==> config.mk <==
export PLATFORM = sky130hd
export DESIGN_NAME = load_store_unit_flat
export DESIGN_NICKNAME = d
export VERILOG_FILES = /design/src/rtl/load_store_unit_if.sv /design/src/rtl/load_store_unit.sv /design/src/flat_wrapper.sv
export SDC_FILE = /design/constraint.sdc
export NUM_CORES = 1
export LEC_CHECK = 0
export BUFFER_PORTS_ARGS = -buffer_cell sky130_fd_sc_hd__buf_2
export CORE_MARGIN = 3
export CORE_UTILIZATION = 46
export CTS_CLUSTER_SIZE = 28
export DETAILED_ROUTE_END_ITERATION = 10
export GPL_TIMING_DRIVEN = 0
export PLACE_DENSITY = 0.79
export SLEW_MARGIN = 25
export SYNTH_ARGS = -nofsm -noshare
export SYNTH_HDL_FRONTEND = slang
export SYNTH_SLANG_ARGS = --single-unit
==> constraint.sdc <==
create_clock -name clk -period 1.7 [get_ports clk]
set_input_delay 0.34 -clock clk [delete_from_list [all_inputs] [get_ports clk]]
set_output_delay 0.34 -clock clk [all_outputs]
set_load 0.01 [all_outputs]
==> src/rtl/load_store_unit_if.sv <==
// Request/response handshake and data-memory pins of the load/store unit.
// slave = the unit's view; master = requester plus memory.
interface load_store_unit_if #(
    parameter int ADDR_W = 32
) ();
    logic              req_valid;
    logic              req_ready;
    logic              req_write;
    logic [2:0]        req_funct3;
    logic [ADDR_W-1:0] req_addr;
    logic [31:0]       req_wdata;
    logic              resp_valid;
    logic [31:0]       resp_rdata;
    logic              resp_misaligned;
    logic              mem_read_en;
    logic              mem_write_en;
    logic [ADDR_W-1:0] mem_address;
    logic [31:0]       mem_write_data;
    logic [31:0]       mem_read_data;

    modport slave (
        input  req_valid, req_write, req_funct3, req_addr, req_wdata, mem_read_data,
        output req_ready, resp_valid, resp_rdata, resp_misaligned,
               mem_read_en, mem_write_en, mem_address, mem_write_data
    );

    modport master (
        output req_valid, req_write, req_funct3, req_addr, req_wdata, mem_read_data,
        input  req_ready, resp_valid, resp_rdata, resp_misaligned,
               mem_read_en, mem_write_en, mem_address, mem_write_data
    );
endinterface

==> src/rtl/load_store_unit.sv <==
// Sub-word load/store front end for a word-addressed data memory; SB/SH use read-modify-write.
// Define LSU_MISALIGN_TRAP_EN to fault misaligned half/word accesses instead of aligning them.
module load_store_unit #(
    parameter int ADDR_W = 32
) (
    input  logic             clk,
    input  logic             rst,
    load_store_unit_if.slave bus
);
    // state     | meaning
    // IDLE      | waiting for a request, req_ready high
    // LOAD      | memory read, selected lane extended into the response
    // STORE     | full-word write of the store data
    // RMW_READ  | read the old word for SB/SH
    // RMW_WRITE | write the old word with one byte/half replaced
    // FAULT     | misaligned access, respond without touching memory

`ifdef LSU_MISALIGN_TRAP_EN
    localparam bit TRAP_EN = 1'b1;
`else
    localparam bit TRAP_EN = 1'b0;
`endif

    typedef enum logic [2:0] {
        IDLE      = 3'd0,
        LOAD      = 3'd1,
        STORE     = 3'd2,
        RMW_READ  = 3'd3,
        RMW_WRITE = 3'd4,
        FAULT     = 3'd5
    } state_t;

    state_t            r_state;
    state_t            w_next_state;

    logic [2:0]        r_funct3;
    logic [ADDR_W-1:0] r_addr;
    logic [31:0]       r_wdata;
    logic [31:0]       r_old_word;
    logic              r_resp_valid;
    logic [31:0]       r_resp_rdata;
    logic              r_resp_misaligned;

    logic              w_accept;
    logic              w_req_is_word;
    logic              w_req_is_half;
    logic              w_misaligned;
    logic [7:0]        w_byte;
    logic [15:0]       w_half;
    logic [31:0]       w_load_data;
    logic [31:0]       w_merged_word;
    logic              w_rd_en;
    logic              w_wr_en;
    logic [31:0]       w_wr_data;
    logic [ADDR_W-1:0] w_mem_addr;
    logic              w_resp_valid;
    logic [31:0]       w_resp_rdata;
    logic              w_resp_misaligned;

    assign w_accept      = bus.req_valid && (r_state == IDLE);
    assign w_req_is_word = bus.req_funct3[1];
    assign w_req_is_half = (bus.req_funct3[1:0] == 2'b01);
    assign w_misaligned  = TRAP_EN &&
                           ((w_req_is_half && bus.req_addr[0]) ||
                            (w_req_is_word && (bus.req_addr[1:0] != 2'b00)));

    // Load lane select and extension; the word case ignores the low address bits.
    always_comb begin
        w_byte      = 8'h00;
        w_load_data = bus.mem_read_data;
        case (r_addr[1:0])
            2'd0: w_byte = bus.mem_read_data[7:0];
            2'd1: w_byte = bus.mem_read_data[15:8];
            2'd2: w_byte = bus.mem_read_data[23:16];
            2'd3: w_byte = bus.mem_read_data[31:24];
            default: w_byte = 8'h00;
        endcase
        w_half = r_addr[1] ? bus.mem_read_data[31:16] : bus.mem_read_data[15:0];
        case (r_funct3[1:0])
            2'b00:   w_load_data = r_funct3[2] ? {24'h0, w_byte} : {{24{w_byte[7]}}, w_byte};
            2'b01:   w_load_data = r_funct3[2] ? {16'h0, w_half} : {{16{w_half[15]}}, w_half};
            default: w_load_data = bus.mem_read_data;
        endcase
    end

    // Only byte and half stores reach RMW, so anything that is not a byte is a half.
    always_comb begin
        w_merged_word = r_old_word;
        if (r_funct3[1:0] == 2'b00) begin
            case (r_addr[1:0])
                2'd0: w_merged_word[7:0]   = r_wdata[7:0];
                2'd1: w_merged_word[15:8]  = r_wdata[7:0];
                2'd2: w_merged_word[23:16] = r_wdata[7:0];
                2'd3: w_merged_word[31:24] = r_wdata[7:0];
                default: w_merged_word = r_old_word;
            endcase
        end else if (r_addr[1]) begin
            w_merged_word[31:16] = r_wdata[15:0];
        end else begin
            w_merged_word[15:0] = r_wdata[15:0];
        end
    end

    always_comb begin
        w_next_state      = r_state;
        w_rd_en           = 1'b0;
        w_wr_en           = 1'b0;
        w_wr_data         = 32'h0;
        w_resp_valid      = 1'b0;
        w_resp_rdata      = 32'h0;
        w_resp_misaligned = 1'b0;
        case (r_state)
            IDLE: begin
                if (bus.req_valid) begin
                    if (w_misaligned)       w_next_state = FAULT;
                    else if (!bus.req_write) w_next_state = LOAD;
                    else if (w_req_is_word)  w_next_state = STORE;
                    else                     w_next_state = RMW_READ;
                end
            end
            LOAD: begin
                w_rd_en      = 1'b1;
                w_resp_valid = 1'b1;
                w_resp_rdata = w_load_data;
                w_next_state = IDLE;
            end
            STORE: begin
                w_wr_en      = 1'b1;
                w_wr_data    = r_wdata;
                w_resp_valid = 1'b1;
                w_next_state = IDLE;
            end
            RMW_READ: begin
                w_rd_en      = 1'b1;
                w_next_state = RMW_WRITE;
            end
            RMW_WRITE: begin
                w_wr_en      = 1'b1;
                w_wr_data    = w_merged_word;
                w_resp_valid = 1'b1;
                w_next_state = IDLE;
            end
            FAULT: begin
                w_resp_valid      = 1'b1;
                w_resp_misaligned = 1'b1;
                w_next_state      = IDLE;
            end
            default: w_next_state = IDLE;
        endcase
    end

    assign w_mem_addr = (w_rd_en || w_wr_en) ? {r_addr[ADDR_W-1:2], 2'b00} : '0;

    // Reset masks the memory pins in the same cycle so an aborted RMW never writes.
    assign bus.mem_read_en     = w_rd_en && !rst;
    assign bus.mem_write_en    = w_wr_en && !rst;
    assign bus.mem_address     = rst ? '0 : w_mem_addr;
    assign bus.mem_write_data  = rst ? 32'h0 : w_wr_data;
    assign bus.req_ready       = (r_state == IDLE);
    assign bus.resp_valid      = r_resp_valid;
    assign bus.resp_rdata      = r_resp_rdata;
    assign bus.resp_misaligned = TRAP_EN && r_resp_misaligned;

    always_ff @(posedge clk) begin
        if (rst) begin
            r_state           <= IDLE;
            r_funct3          <= 3'b000;
            r_addr            <= '0;
            r_wdata           <= 32'h0;
            r_old_word        <= 32'h0;
            r_resp_valid      <= 1'b0;
            r_resp_rdata      <= 32'h0;
            r_resp_misaligned <= 1'b0;
        end else begin
            r_state           <= w_next_state;
            r_resp_valid      <= w_resp_valid;
            r_resp_rdata      <= w_resp_rdata;
            r_resp_misaligned <= w_resp_misaligned;
            if (w_accept) begin
                r_funct3 <= bus.req_funct3;
                r_addr   <= bus.req_addr;
                r_wdata  <= bus.req_wdata;
            end
            if (r_state == RMW_READ) begin
                r_old_word <= bus.mem_read_data;
            end
        end
    end
endmodule

==> src/flat_wrapper.sv <==
// flat-port wrapper written by rule: the top's interface ports become plain ports
module load_store_unit_flat 
#(
    parameter int ADDR_W = 32
)
  (clk, rst, bus_req_valid, bus_req_write, bus_req_funct3, bus_req_addr, bus_req_wdata, bus_mem_read_data, bus_req_ready, bus_resp_valid, bus_resp_rdata, bus_resp_misaligned, bus_mem_read_en, bus_mem_write_en, bus_mem_address, bus_mem_write_data);
  load_store_unit_if #(.ADDR_W(ADDR_W)) bus_i ();
  input  logic clk;
  input  logic rst;
  input wire logic [$bits(bus_i.req_valid)-1:0] bus_req_valid;
  input wire logic [$bits(bus_i.req_write)-1:0] bus_req_write;
  input wire logic [$bits(bus_i.req_funct3)-1:0] bus_req_funct3;
  input wire logic [$bits(bus_i.req_addr)-1:0] bus_req_addr;
  input wire logic [$bits(bus_i.req_wdata)-1:0] bus_req_wdata;
  input wire logic [$bits(bus_i.mem_read_data)-1:0] bus_mem_read_data;
  output wire logic [$bits(bus_i.req_ready)-1:0] bus_req_ready;
  output wire logic [$bits(bus_i.resp_valid)-1:0] bus_resp_valid;
  output wire logic [$bits(bus_i.resp_rdata)-1:0] bus_resp_rdata;
  output wire logic [$bits(bus_i.resp_misaligned)-1:0] bus_resp_misaligned;
  output wire logic [$bits(bus_i.mem_read_en)-1:0] bus_mem_read_en;
  output wire logic [$bits(bus_i.mem_write_en)-1:0] bus_mem_write_en;
  output wire logic [$bits(bus_i.mem_address)-1:0] bus_mem_address;
  output wire logic [$bits(bus_i.mem_write_data)-1:0] bus_mem_write_data;
  assign bus_i.req_valid = bus_req_valid;
  assign bus_i.req_write = bus_req_write;
  assign bus_i.req_funct3 = bus_req_funct3;
  assign bus_i.req_addr = bus_req_addr;
  assign bus_i.req_wdata = bus_req_wdata;
  assign bus_i.mem_read_data = bus_mem_read_data;
  assign bus_req_ready = bus_i.req_ready;
  assign bus_resp_valid = bus_i.resp_valid;
  assign bus_resp_rdata = bus_i.resp_rdata;
  assign bus_resp_misaligned = bus_i.resp_misaligned;
  assign bus_mem_read_en = bus_i.mem_read_en;
  assign bus_mem_write_en = bus_i.mem_write_en;
  assign bus_mem_address = bus_i.mem_address;
  assign bus_mem_write_data = bus_i.mem_write_data;
  load_store_unit #(.ADDR_W(ADDR_W)) u_core (.clk(clk), .rst(rst), .bus(bus_i));
endmodule
; Word level (Yosys, flattened, before mapping)
; Index checks and enable logic that the tools add are counted.
[word_totals]
ff_bits = 135
latch_bits = 0
mem_bits_rw = 0
romBits = 0
inputBits = 103
output_inout_bits = 101
memories = 0
[classes]
add_sub_neg = 0
mul = 0
div = 0
n_lt_le_gt_ge = 0
eq_ne = 10
shifts = 0
mux = 23
n_bitwise = 1
n_reduce_logical = 12
[ops]
columns = operator, count
row1 = 32-bit 2-to-1 mux, 6
row2 = 32-bit case mux with 2 select lines, 2
row3 = 16-bit 2-to-1 mux, 3
row4 = 8-bit 2-to-1 mux, 4
row5 = 8-bit case mux with 4 select lines, 1
row6 = "3-bit by 2-bit == test with 1-bit output, second input constant", 2
row7 = "3-bit == test, second input constant", 2
row8 = 3-bit 2-to-1 mux, 2
row9 = 3-bit case mux with 2 select lines, 1
row10 = 2-bit OR reduction, 3
row11 = "2-bit by 1-bit == test with 1-bit output, second input constant", 2
row12 = "2-bit == test, second input constant", 2
row13 = 2-bit zero test, 2
row14 = 1-bit 2-to-1 mux, 4
row15 = 4-bit OR reduction, 1
row16 = "3-bit by 1-bit == test with 1-bit output, second input constant", 1
row17 = 1-bit logical AND, 3
row18 = 3-bit zero test, 1
row19 = "2-bit inequality test, second input constant", 1
row20 = 1-bit zero test, 1
row21 = 1-bit logical OR, 1
row22 = 1-bit inverter, 1

; Logic depth before layout (Yosys ltp)
[depth]
ltp_word = 6
mapped_depth = 6
ltp_nobuf = 3

; Worst setup path before layout
; No wires, ideal clock.
[synth_path]
kind = reg-to-output
startpoint = reg u_core.r_state[2]
endpoint = out bus_mem_write_data[27]
arrival_time_ps = 1527
required_ps = 1360
slack_ps = -167
path_stages_with_launch = 6
cell_sequence = dfxtp_1 -> buf_2 -> nor4b_2 -> buf_2 -> o221ai_1 -> o21ai_0
[synth_via]
elab_chain_len = 3
elab_cells_between_ends = 4
[synth_rtl]
columns = element, line
row1 = from (decl), load_store_unit.sv:33  ; state_t r_state;
row2 = from (signal assigned), load_store_unit.sv:175  ; r_state <= w_next_state;
row3 = 3-bit == test / 3-bit by 2-bit == test with 1-bit output (equally long branches), load_store_unit.sv:112  ; case (r_state)
row4 = 32-bit case mux with 2 select lines *, load_store_unit.sv:112
row5 = 32-bit 2-to-1 mux *, load_store_unit.sv:158  ; assign bus.mem_write_data = rst ? 32'h0 : w_wr_data;
row6 = to (decl), flat_wrapper.sv:23  ; output wire logic [$bits(bus_i.mem_write_data)-1:0] bus_mem_write_data;
; Every way passes the cells marked *; elsewhere a longest branch is shown, timed or not.

; Worst setup path after layout
[layout_path]
startpoint = reg u_core.r_state[0]
endpoint = out bus_mem_write_data[24]
; Same word-level chain as after synthesis.

==> PnR_summary.wiki <==
{| class="wikitable"
! Metric !! Value
|-
| WL met1 || 9.342 mm
|-
| HPWL Detailed || 16.51 mm
|-
| Clock slew seen by the registers of the worst setup and hold paths || approximately 0.060 ns
|-
| Mapped cell area || between 6000 and 7000 um2
|-
| Total number of vias || 7603
|-
| Length in cells of the worst reg-to-reg path || 6
|-
| Post-detailed-route DRC marker count || 0
|-
| Number of buffers inserted during clock tree synthesis || 17
|-
| Final std cell area, no fill || 9797 um2
|-
| Synthesized area per cell || 8.086 um2
|-
| Std-Cell Core Area || between 10000 and 15000 um2
|-
| Hold violation total from the final report || 0
|-
| Non-filler instance count after layout || around 1300
|-
| Final Worst Setup Slack || -0.6980 ns
|-
| Die H || between 100 and 150 um
|-
| Dpl cells || between 1000 and 1500
|-
| Run status || finished, violations left
|-
| Fin crit period || 2.398 ns
|-
| Worst hold-check path type || input pin to flop
|-
| Critical path startpoint category || flop
|-
| Final worst path period share || 141.1%
|-
| Via count of the first global-routing pass || about 7100
|-
| Hold worst-path end || u_core.r_state[0]
|-
| Largest cells by area after synthesis || sky130_fd_sc_hd__dfxtp_1 (42%), sky130_fd_sc_hd__nand2_1 (12%), sky130_fd_sc_hd__a21oi_1 (5.9%)
|-
| Remaining max-slew budget at the tightest pin || 60.33%
|-
| Clock tree buffer depth || 2
|-
| CTS tree || done
|-
| Highest fanout seen on the critical path || 8
|-
| CP Data Required Time || around 1.4 ns
|-
| Worst-margin pin slew || around 0.59 ns
|-
| Proportion of synthesized chip area in sequential cells || approximately two fifths
|-
| Antenna diode count || 0
|-
| Cell chosen for the clock root || sky130_fd_sc_hd__clkbuf_16
|-
| GRT Overall Usage || 30.55%
|-
| Worst setup slack for register-to-register paths || -0.04 ns
|-
| Site row count || 42
|-
| Power per Cell Area || between 800 and 900 nW/um2
|-
| Effective utilization at floorplan || 48.14%
|-
| Antenna violations before repair || 1
|-
| Number of top-level pins || just over 200
|-
| Routability congestion estimate || 0.9733
|-
| Number of max-capacitance violations reported || 0
|-
| Post-layout utilization of the core || between 70 and 80%
|-
| Area after detailed placement || 7840 um2
|-
| Max Freq || approximately 420 MHz
|-
| Hold path cells || 2
|-
| Layout Skew || between 0.01 and 0.015 ns
|-
| Arrival time of the worst setup path || 2.06 ns
|-
| Most used flip-flop cell after synthesis || sky130_fd_sc_hd__dfxtp_1
|-
| Area share of the largest cell type after synthesis || between 40% and 50%
|-
| FILL cells || roughly 920
|-
| Most instantiated library cell after synthesis || sky130_fd_sc_hd__nand2_1
|-
| Number of I/O port buffers || approximately 200
|-
| Violations in the final reports || negative setup slack
|-
| Final nets || 1169
|-
| Met2 Wirelength || 12.27 mm
|-
| Minimum setup slack after placement || -0.7300 ns
|-
| Peak supply drop || around 700 uV
|-
| Width of the chip || between 100 and 150 um
|-
| Top sig layer || met4
|-
| Crit Reg-Reg Endpoint || u_core.bus.resp_rdata[13]
|-
| Final setup violation count || 68
|-
| Initial DRC count || 865
|-
| Slew Viols, Final || 0
|-
| Routed WL || between 20 and 30 mm
|-
| Lkg Pwr || slightly above 0.004 uW
|-
| Launch instance of the worst min-delay path || bus_req_write
|-
| Growth of design area from synthesis to finish || 50.69%
|-
| Cell taking the most area after synthesis || sky130_fd_sc_hd__dfxtp_1
|-
| Share of synthesized flip-flops with an asynchronous set or reset || 0%
|-
| Largest net degree at the start of global routing || 17
|-
| First-pass GRT wire length || between 30 and 40 mm
|-
| Post-synthesis cell count || 804
|-
| FF+latch count, synth || around 140
|-
| Routed vias/inst || between 6 and 7
|-
| Drt wl/cell || between 20 and 25 um
|-
| EDFF count, synth || 0
|-
| Detail Route met3 WL || 3.056 mm
|-
| Clock Sink Count || 135
|-
| Count of distinct cell types in the synthesized netlist || slightly below 50
|-
| Remaining global-route overflow || 0
|-
| Layout cells sized above 1 || a little over two fifths
|-
| Synth cell count leaders || sky130_fd_sc_hd__nand2_1 (200), sky130_fd_sc_hd__dfxtp_1 (135), sky130_fd_sc_hd__a21oi_1 (76)
|-
| Floorplan die area || 15600 um2
|-
| H-tree depth reported by CTS || 4
|-
| Worst flop-to-flop path startpoint || u_core.r_state[1]
|-
| Clk Latency, worst-skew pair || approximately 0.43 ns
|-
| Detailed Routing Iterations Pass 1 || 9
|-
| Ys Warns || 0
|-
| Sum of negative setup slack || -35.53 ns
|-
| Capturing element type of the critical path || output pin
|-
| RSZ-0062 raised after global routing || yes
|-
| Critical setup path kind || flop to output pin
|-
| Detail Route Antenna Nets || 0
|}
-- what timing repair did --
action | CTS | global route
endpoints found under the setup margin | 157 | 184
gates cloned | 7 | 0
setup buffers | 30 | 15
pin swaps | 50 | 38
hold endpoints to repair | 0 | 0
hold buffers | 0 | 0
resized for setup | 159 | 145
-- registers in the layout (all words and copies together) (netlist names) --
signal                 cells
u_core.bus.resp_valid      1
u_core.r_addr             32
u_core.r_old_word         32
u_core.r_funct3            3
u_core.bus.resp_rdata     32
u_core.r_state             3
u_core.r_wdata            32
-- metal layers --
layer	GRT usage, %	vias up
li1	-	3326
met1	37.07	3541
met2	48.98	575
met3	9.777	161
met4	14.86	0
met5	0	-
-- metrics by stage --
| stage | hold WS, ns | total power, uW |
|---|---|---|
| finish | 0.1137 | 8338 |
| detailed placement | 0.4418 | 4444 |
| CTS | 0.09267 | 8143 |
| floorplan | 0.4317 | 4042 |
| global route | 0.1222 | 8568 |
| global placement | 0.4370 | 4426 |
-- cell families (layout without fill, tap and decap cells) --
family / after synthesis / after routing / synth area share, %
AND/OR/NAND/NOR: 341 / 341 / 25.56
AO/OA/AOI/OAI: 213 / 213 / 22.36
flip-flops: 135 / 135 / 41.57
buffers and inverters: 94 / 365 / 6.139
multiplexers: 19 / 19 / 4.176
other: 1 / 3 / 0.05768
XOR/XNOR: 1 / 1 / 0.1347
-- worst max-delay path, cell delays in order, from the launching register on --
cell	delay, ns
sky130_fd_sc_hd__dfxtp_2	0.33
sky130_fd_sc_hd__buf_6	0.14
sky130_fd_sc_hd__nor4b_4	0.30
sky130_fd_sc_hd__buf_6	0.20
sky130_fd_sc_hd__buf_4	0.12
sky130_fd_sc_hd__o221ai_1	0.13
sky130_fd_sc_hd__o21ai_1	0.23
sky130_fd_sc_hd__buf_2	0.17
-- power breakdown --
| part | internal [uW] | switching, uW | total, uW | leakage [uW] |
|---|---|---|---|---|
| registers | 3300 | 123 | 3420 | 0.00110 |
| logic | 560 | 744 | 1300 | 0.00273 |
| clock network | 2210 | 1400 | 3610 | 0.000276 |
-- how the worst max path moves through the flow --
stage	start	end	slack (ns)
floorplan	u_core.r_addr[0]	bus_mem_write_data[4]	-0.07
global placement	u_core.r_addr[1]	bus_mem_write_data[18]	-0.69
detailed placement	u_core.r_addr[1]	bus_mem_write_data[17]	-0.73
CTS	u_core.r_addr[0]	bus_mem_write_data[2]	-0.65
global route	u_core.r_state[0]	bus_mem_write_data[24]	-0.70
finish	u_core.r_state[0]	bus_mem_write_data[24]	-0.70
-- layout make-up --
cell class / count / area (um2) / area share (%)
Multi-Input combinational cell: 577 / 3929 / 40.10
Sequential cell: 135 / 2721 / 27.78
Timing Repair Buffer: 249 / 1714 / 17.50
Buffer: 70 / 588.1 / 6.003
Clock buffer: 22 / 464.2 / 4.738
Tap cell: 176 / 220.2 / 2.248
Clock inverter: 8 / 100.1 / 1.022
Inverter: 16 / 60.06 / 0.6130
-- layout by cell type, fill, tap and decap left out, types with 12 or more instances in the layout --
cell and instances:
sky130_fd_sc_hd__and2_4 30, sky130_fd_sc_hd__buf_6 67, sky130_fd_sc_hd__nor2b_1 22, sky130_fd_sc_hd__buf_8 12, sky130_fd_sc_hd__clkbuf_16 18, sky130_fd_sc_hd__dfxtp_1 128, sky130_fd_sc_hd__inv_1 16, sky130_fd_sc_hd__buf_4 38
sky130_fd_sc_hd__o21ai_0 16, sky130_fd_sc_hd__a21oi_1 76, sky130_fd_sc_hd__nand2_1 196, sky130_fd_sc_hd__a31oi_1 14, sky130_fd_sc_hd__nand3_1 16, sky130_fd_sc_hd__o22a_1 25, sky130_fd_sc_hd__clkbuf_1 17, sky130_fd_sc_hd__o211ai_1 23
sky130_fd_sc_hd__buf_2 170
Note: power is estimated with default switching activity, not from simulation.
